## src/rtl/uart_riscv_rx.sv

```systemverilog
// uart_riscv_rx: 8N1 UART receiver with a one-byte holding register.
// The line is synchronised, each bit is sampled at its midpoint, and the
// stop bit is checked. A good frame lands in rx_data with rx_valid set.
// Status flags are sticky until the core reads through cs_uart_rx & rd_en.
module uart_riscv_rx #(
    parameter int CLKS_PER_BIT = 434,
    parameter int DATA_BITS    = 8
) (
    input  logic                 clk,
    input  logic                 rst,
    input  logic                 rx_serial,
    input  logic                 cs_uart_rx,
    input  logic                 rd_en,
    output logic [DATA_BITS-1:0] rx_data,
    output logic                 rx_valid,
    output logic                 frame_err,
    output logic                 overrun,
    output logic                 busy
);

    localparam int SYNC_STAGES = 2;
    localparam int CNT_W = (CLKS_PER_BIT > 1) ? $clog2(CLKS_PER_BIT) : 1;
    localparam int IDX_W = (DATA_BITS > 1) ? $clog2(DATA_BITS) : 1;

    // Last count of a full bit period and of the half period used to reach
    // the middle of the start bit.
    localparam logic [CNT_W-1:0] CNT_LAST = CNT_W'(CLKS_PER_BIT - 1);
    localparam logic [CNT_W-1:0] CNT_HALF = CNT_W'(CLKS_PER_BIT / 2 - 1);
    localparam logic [IDX_W-1:0] IDX_LAST = IDX_W'(DATA_BITS - 1);

    typedef enum logic [2:0] {
        S_IDLE,
        S_START,
        S_DATA,
        S_STOP,
        S_BREAK
    } state_t;

    state_t                 state_reg, state_next;
    logic [CNT_W-1:0]       cnt_reg, cnt_next;
    logic [IDX_W-1:0]       bit_idx_reg, bit_idx_next;
    logic [DATA_BITS-1:0]   shift_reg, shift_next;
    logic [DATA_BITS-1:0]   shift_in;
    logic [SYNC_STAGES-1:0] sync_reg;
    logic                   rx_s;

    logic [DATA_BITS-1:0]   rx_data_reg;
    logic                   rx_valid_reg;
    logic                   frame_err_reg;
    logic                   overrun_reg;

    logic                   accept;
    logic                   ferr_set;
    logic                   rd;
    logic                   ovr_set;

    // Two-flop synchroniser; idles high so reset never looks like a start bit.
    always_ff @(posedge clk) begin
        if (rst) begin
            sync_reg <= '1;
        end else begin
            sync_reg <= {sync_reg[SYNC_STAGES-2:0], rx_serial};
        end
    end

    assign rx_s = sync_reg[SYNC_STAGES-1];

    // New sampled bit enters at the MSB so the first (LSB) bit ends at bit 0.
    generate
        if (DATA_BITS == 1) begin : g_shift_one
            assign shift_in = rx_s;
        end else begin : g_shift_many
            assign shift_in = {rx_s, shift_reg[DATA_BITS-1:1]};
        end
    endgenerate

    // Receive FSM state, bit timer, bit index and shift register.
    always_ff @(posedge clk) begin
        if (rst) begin
            state_reg   <= S_IDLE;
            cnt_reg     <= '0;
            bit_idx_reg <= '0;
            shift_reg   <= '0;
        end else begin
            state_reg   <= state_next;
            cnt_reg     <= cnt_next;
            bit_idx_reg <= bit_idx_next;
            shift_reg   <= shift_next;
        end
    end

    // Next-state logic: timer runs freely and is cleared on entry and after
    // every sample; accept/ferr_set pulse in the stop-sample cycle.
    always_comb begin
        state_next   = state_reg;
        cnt_next     = cnt_reg + CNT_W'(1);
        bit_idx_next = bit_idx_reg;
        shift_next   = shift_reg;
        accept       = 1'b0;
        ferr_set     = 1'b0;
        case (state_reg)
            S_IDLE: begin
                cnt_next = '0;
                if (!rx_s) begin
                    state_next = S_START;
                end
            end
            S_START: begin
                if (cnt_reg == CNT_HALF) begin
                    cnt_next = '0;
                    if (!rx_s) begin
                        state_next   = S_DATA;
                        bit_idx_next = '0;
                    end else begin
                        // Line went back high before mid-start: a glitch.
                        state_next = S_IDLE;
                    end
                end
            end
            S_DATA: begin
                if (cnt_reg == CNT_LAST) begin
                    cnt_next   = '0;
                    shift_next = shift_in;
                    if (bit_idx_reg == IDX_LAST) begin
                        state_next = S_STOP;
                    end else begin
                        bit_idx_next = bit_idx_reg + IDX_W'(1);
                    end
                end
            end
            S_STOP: begin
                if (cnt_reg == CNT_LAST) begin
                    cnt_next = '0;
                    if (rx_s) begin
                        accept     = 1'b1;
                        state_next = S_IDLE;
                    end else begin
                        ferr_set   = 1'b1;
                        state_next = S_BREAK;
                    end
                end
            end
            S_BREAK: begin
                // Hold here until the line returns high so a stuck-low line
                // cannot start a new frame.
                cnt_next = '0;
                if (rx_s) begin
                    state_next = S_IDLE;
                end
            end
            default: begin
                state_next = S_IDLE;
                cnt_next   = '0;
            end
        endcase
    end

    assign rd      = cs_uart_rx & rd_en;
    // A read in the accept cycle consumes the old byte, so no overrun then.
    assign ovr_set = accept & rx_valid_reg & ~rd;

    // Holding register and sticky status; any set beats a same-cycle clear.
    always_ff @(posedge clk) begin
        if (rst) begin
            rx_data_reg   <= '0;
            rx_valid_reg  <= 1'b0;
            frame_err_reg <= 1'b0;
            overrun_reg   <= 1'b0;
        end else begin
            if (accept) begin
                rx_data_reg <= shift_reg;
            end

            if (accept) begin
                rx_valid_reg <= 1'b1;
            end else if (rd) begin
                rx_valid_reg <= 1'b0;
            end

            if (ferr_set) begin
                frame_err_reg <= 1'b1;
            end else if (rd) begin
                frame_err_reg <= 1'b0;
            end

            if (ovr_set) begin
                overrun_reg <= 1'b1;
            end else if (rd) begin
                overrun_reg <= 1'b0;
            end
        end
    end

    assign rx_data   = rx_data_reg;
    assign rx_valid  = rx_valid_reg;
    assign frame_err = frame_err_reg;
    assign overrun   = overrun_reg;
    assign busy      = (state_reg != S_IDLE);

endmodule

```

## config.mk

```make
export PLATFORM = sky130hd
export DESIGN_NAME = uart_riscv_rx
export DESIGN_NICKNAME = d
export VERILOG_FILES = /design/src/rtl/uart_riscv_rx.sv
export SDC_FILE = /design/constraint.sdc
export NUM_CORES = 1
export LEC_CHECK = 0
export ABC_CLOCK_PERIOD_IN_PS = 2400
export BUFFER_PORTS_ARGS = -buffer_cell sky130_fd_sc_hd__buf_2
export CORE_MARGIN = 5
export CORE_UTILIZATION = 53
export DETAILED_ROUTE_END_ITERATION = 6
export GPL_TIMING_DRIVEN = 0
export PLACE_DENSITY = 0.72
export SLEW_MARGIN = 40
export SYNTH_ARGS = -nofsm -noshare
export SYNTH_HDL_FRONTEND = slang
export SYNTH_SLANG_ARGS = --single-unit
```

## constraint.sdc

```tcl
create_clock -name clk -period 2.4 [get_ports clk]
set_input_delay 0 -clock clk [delete_from_list [all_inputs] [get_ports clk]]
set_output_delay 0 -clock clk [all_outputs]
set_load 0.005 [all_outputs]
```

# Yosys cells after proc, flatten, opt, wreduce, memory -nomap -nowiden
# Cells that the tools add are included.
# classes
bitwise	4
n_reduce_logical	10
n_eq_ne	15
n_addsub	2
muxes	27
# op_table
operator	n
two-way mux 3 bit	11
two-way mux 9 bit	2
one-hot mux 9 bit (2 select lines)	1
!= test 2 bit, second input constant	8
one-hot mux 3 bit (5 select lines)	1
two-way mux 1 bit	10
adder 9 x 1 -> 9 bit, second input constant	1
equality test 9 x 8 -> 1 bit, second input constant	1
equality test 9 bit, second input constant	1
nonzero test 2 bit	4
equality test 3 x 2 -> 1 bit, second input constant	2
equality test 3 bit, second input constant	2
one-hot mux 3 bit (2 select lines)	1
AND reduction 6 bit	1
AND reduction 5 bit	1
adder 3 x 1 -> 3 bit, second input constant	1
bitwise AND 1 bit	3
equality test 3 x 1 -> 1 bit, second input constant	1
zero test 3 bit	1
nonzero test 3 bit	1
two-way mux 2 bit	1
AND reduction 2 bit	1
OR reduction 2 bit	1
NOT 1 bit	1
# word_totals
out_inout_bits	12
regBits	36
input_bits	5

# Depth between registers and ports, before layout
# logic_depth
ltp_word	6
ltp_mapped	7
depth_no_buf	6

# Worst setup path before layout
# Ideal clock, no wire load.
# synth_timing
path_type	reg2reg
start	register cnt_reg[0]
end	register state_reg[1]
t_required_ns	2.285
setup_time_ns	0.115
path_slack_ns	0.695
stages_incl_launch_ff	7
arrival_time_ns	1.590
n_path_buf	0
period_less_slack_ns	1.705
path_cell_list	dfxtp_1 > inv_1 > ha_1 > and4bb_2 > a2111oi_4 > nor3b_1 > o21ba_2
# synth_via
elab_chain_len	3
word_cells_on_any_way	6
classes_between	eq/ne (5); reduce/logical (1)
# synth_lines
item	line_no	text
start: declaration	40	logic [CNT_W-1:0] cnt_reg, cnt_next;
start signal: assignment	86	cnt_reg <= cnt_next;
equality test 9 bit or equality test 9 x 8 -> 1 bit (tied branches)	121, 132, 109	
!= test 2 bit (no line)	n/a	
AND reduction 6 bit (no line) *	n/a	
end signal: assignment	85	state_reg <= state_next;
end: declaration	39	state_t state_reg, state_next;
# Every way passes the cells marked *; elsewhere a longest branch is shown, timed or not.
# A chain may end at the register's enable or synchronous reset.

# Worst setup path in the final report
# layout_timing
start	register cnt_reg[1]
end	register overrun_reg (netlist: overrun)
# layout_via
elab_chain_len	6
word_cells_on_any_way	7
classes_between	eq/ne (1); mux (3); bitwise (2); reduce/logical (1)
# layout_lines
item	line_no	text
equality test 9 bit *	132	if (cnt_reg == CNT_LAST) begin
two-way mux 1 bit *	132	
two-way mux 1 bit *	101	case (state_reg)
bitwise AND 1 bit * (2 in a row)	160	assign ovr_set = accept & rx_valid_reg & ~rd;
two-way mux 1 bit or nonzero test 2 bit (tied branches)	n/a	
end signal: assignment	168	overrun_reg <= 1'b0;
end signal: assignment	187	overrun_reg <= 1'b1;
end signal: assignment	189	overrun_reg <= 1'b0;
end: declaration	50	logic overrun_reg;
# Marks and branches as above.

==> impl_metrics.yaml <==
outcome:
  outcome: "finished, final reports clean"
timing:
  final.setup.worst_slack_ps: 233
  slew_headroom: 0.684
  rsz0062_at_grt: "no"
  final_max_slew_viol_count: 0
  setup_violations: 0
  hold_ws_ps: 55.4
  finalCritPeriodShare: 0.903
  finalHoldViolations: 0
  finalCriticalPeriod_ps: 2170
  max_freq_mhz: 462
  worst_slew_pin_slew_ps: 467
  fin_skew_ps: 4.21
  setup-tns-final_ps: 0
cells_and_area:
  n_fill_cell: 247
  fin_cells: 218
  syn2layout_area_growth_pct: 15.0
  largest_reg_flops: 9
  drive_gt1_frac: 0.182
  antenna_cells: 0
  fin_nets: 196
grt:
  grt-ovfl-total: 0
  use_met3: 0.0595
  track_usage: 0.169
  grt_use_met1: 0.198
  antenna_found_initial: 0
  grt_start_max_net_pins: 12
  grt-busiest-layer: "met2"
  grt_pass1_wl_mm: 5.52
  grt_use_met2: 0.280
  grt_pass1_vias: 1213
hold_path:
  whs_path_depth: 2
  min_from: "rst"
  min_path_type: "in -> reg"
  min_delay_worst_endpoint: "bit_idx_reg[0]"
floorplanning:
  floorplan.initialDensity: 0.554
  fp-row-count: 19
  dieHeight_um: 63.9
  floorplan.core_area_um2: 2780
  dieArea_um2: 4080
  pin_count: 17
  die_width_um: 63.9
power:
  power_density_nw_per_um2: 586
  leakage_nw: 0.796
  vdd_drop_max_mv: 0.580
setup_path:
  reg2reg_slack_ps: 230
  reg2reg_from: "cnt_reg[1]"
  r2r_end: "overrun"
  crit_slowest_cell: "dlygate4sd3_1"
  cp-start-kind: "flip-flop"
  cp_max_fo: 5
  crit_family: "buffers and inverters"
  crit_type: "reg -> reg"
  path_buf_inv: 2
  crit_path_cell_trace: "inv_1, ha_1, and4bb_2, and2_1, nand4_1, a221oi_1, dlygate4sd3_1"
  reg2reg_depth: 7
  endpoint_kind: "flip-flop"
  required_ps: 2680
  cpPeakStageDelay_ps: 600
  worstPathArrival_ps: 2440
  cp-startpoint: "cnt_reg[1]"
synth:
  synth_fp_nets: 170
  synthArstFlopShare: 0
  yosys_warnings: 0
  synth_edf_count: 0
  avgSynthCellArea_um2: 9.63
  synth_compound_area_frac: 0.0894
  ys_seq_area_frac: 0.468
  netlist_instances: 160
  synthFlopType: "dfxtp_1"
  synth.distinct_cells: 36
  netlist_area_um2: 1540
  synth_seq_cells: 36
  synth_top_family_by_area: "simple AND/OR/NAND/NOR gates"
  synth_adder_area_share: 0.0406
  synthSimpleGateAreaFrac: 0.218
  synth-xor-area-share: 0.0398
  synthMuxAreaShare: 0.104
detailed_routing:
  wire_per_inst_um: 13.9
  drt_iter0_drc: 57
  drc_errors: 0
  first_pass_iters: 4
  final_antenna_net_count: 0
  avgViaCountPerCell: 5.45
  vias: 1189
  finalWirelength_mm: 3.03
cts:
  cts_buffers: 5
  post_cts_buffers: 0
  cts_buffer_depth: 2
  tritoncts: "yes"
  clock-sinks: 36
  clock-root-buffer: "clkbuf_4"
  htreeDepth: 2
  clk_latency_ps: 330
  clk_pin_slew_worst_paths_ps: 100
placement:
  dp_cells: 206
  post-place-ws_ps: 492
  io_buffers: 15
  gp_congestion: 0.867
  place_hpwl_mm: 2.21
flow_run:
  maxCapViolCount: 0
power by group:
part,leakage [nW],switching [W],internal (W)
Combinational,0.463,0.0000150,0.0000111
Sequential,0.291,0.00000182,0.000599
Clock,0.0422,0.000193,0.000218
Total,0.796,0.000210,0.000829
through the flow:
step / cell area, um2 / util / total power, W
final: 1770 / 0.637 / 0.00104
after detailed placement: 1650 / 0.595 / 0.000637
after global placement: 1650 / 0.595 / 0.000637
after floorplan: 1540 / - / 0.000629
after global routing: 1770 / 0.637 / 0.00109
after CTS: 1770 / 0.637 / 0.00105
worst max-delay path by stage:
stage,to,slack [ps],depth (start not counted)
5_1_grt,overrun,40,7
3_5_place_dp,cnt_reg[8],490,6
4_1_cts,overrun,270,6
2_1_floorplan,state_reg[1],690,6
6_report,overrun,230,7
3_3_place_gp,state_reg[1],580,6
kinds of logic after synthesis:
group / Yosys count
and+or+nand+nor: 62
AOI/OAI and AO/OA: 19
adders and majority gates: 5
DFF: 36
buffers and inverters: 15
xor gates and xnor gates: 7
muxes: 16
routing by layer:
| metal | wire (um) | up-vias | part of all wire |
|---|---|---|---|
| li1 | - | 607 | - |
| met1 | 1290 | 561 | 0.43 |
| met2 | 1600 | 19 | 0.53 |
| met3 | 120 | 2 | 0.040 |
| met4 | 20 | 0 | 0.0066 |
| met5 | 0 | - | 0 |
what timing repair did:
action / CTS / global route
endpoints found under the hold margin: 3 / 0
resized for setup: 0 / 1
hold buffers: 4 / 0
setup endpoints to repair: 0 / 1
layout by cell type, fill, tap and decap left out, types with 2 or more instances in the layout:
cell and instances:
nor3_1 3, nor4b_1 2, a21oi_1 8, buf_2 17, and4bb_2 2, o21ai_0 4, ha_1 5, nand4b_1 2
nand2_1 3, mux2i_1 16, or2_2 2, xnor2_1 6, dlygate4sd3_1 4, nor2_1 32, clkbuf_1 5, nand3_1 3
dfxtp_1 35, and4b_1 2, nand4_1 3, inv_1 8, clkbuf_4 5
synth_stat cells (all sizes together), types with 2 or more instances:
library cell	number	share of area
a21oi	8	0.026
nand4	4	0.020
buf	3	0.011
nand3	3	0.0097
nor4b	2	0.011
clkbuf	4	0.0097
o21ai	5	0.019
inv	8	0.019
xnor2	6	0.034
ha	5	0.041
and4bb	2	0.016
or2	2	0.0081
dfxtp	36	0.47
mux2i	16	0.10
nor3	3	0.0097
nand2	3	0.0073
nand4b	2	0.011
and4b	2	0.013
nor2	32	0.078
cell type report:
class,count,area [um2],area share
Buffer,7,32.5,0.0184
Inverter,8,30.0,0.0169
Tap cell,31,38.8,0.0219
Clock inverter,2,35.0,0.0198
Timing Repair Buffer,19,115,0.0650
Sequential cell,36,722,0.407
Multi-Input combinational cell,109,757,0.427
Clock buffer,6,41.3,0.0233
worst reg2reg max path: cells and delay by family, from the launching register on:
kind | cells | cell delay (ps)
buffers and inverters | 2 | 690
AND/OR/NAND/NOR | 3 | 670
flip-flops | 1 | 350
AO/OA/AOI/OAI | 1 | 270
adder cells (fa/ha/maj) | 1 | 140
Power figures use the tool's default switching activity.
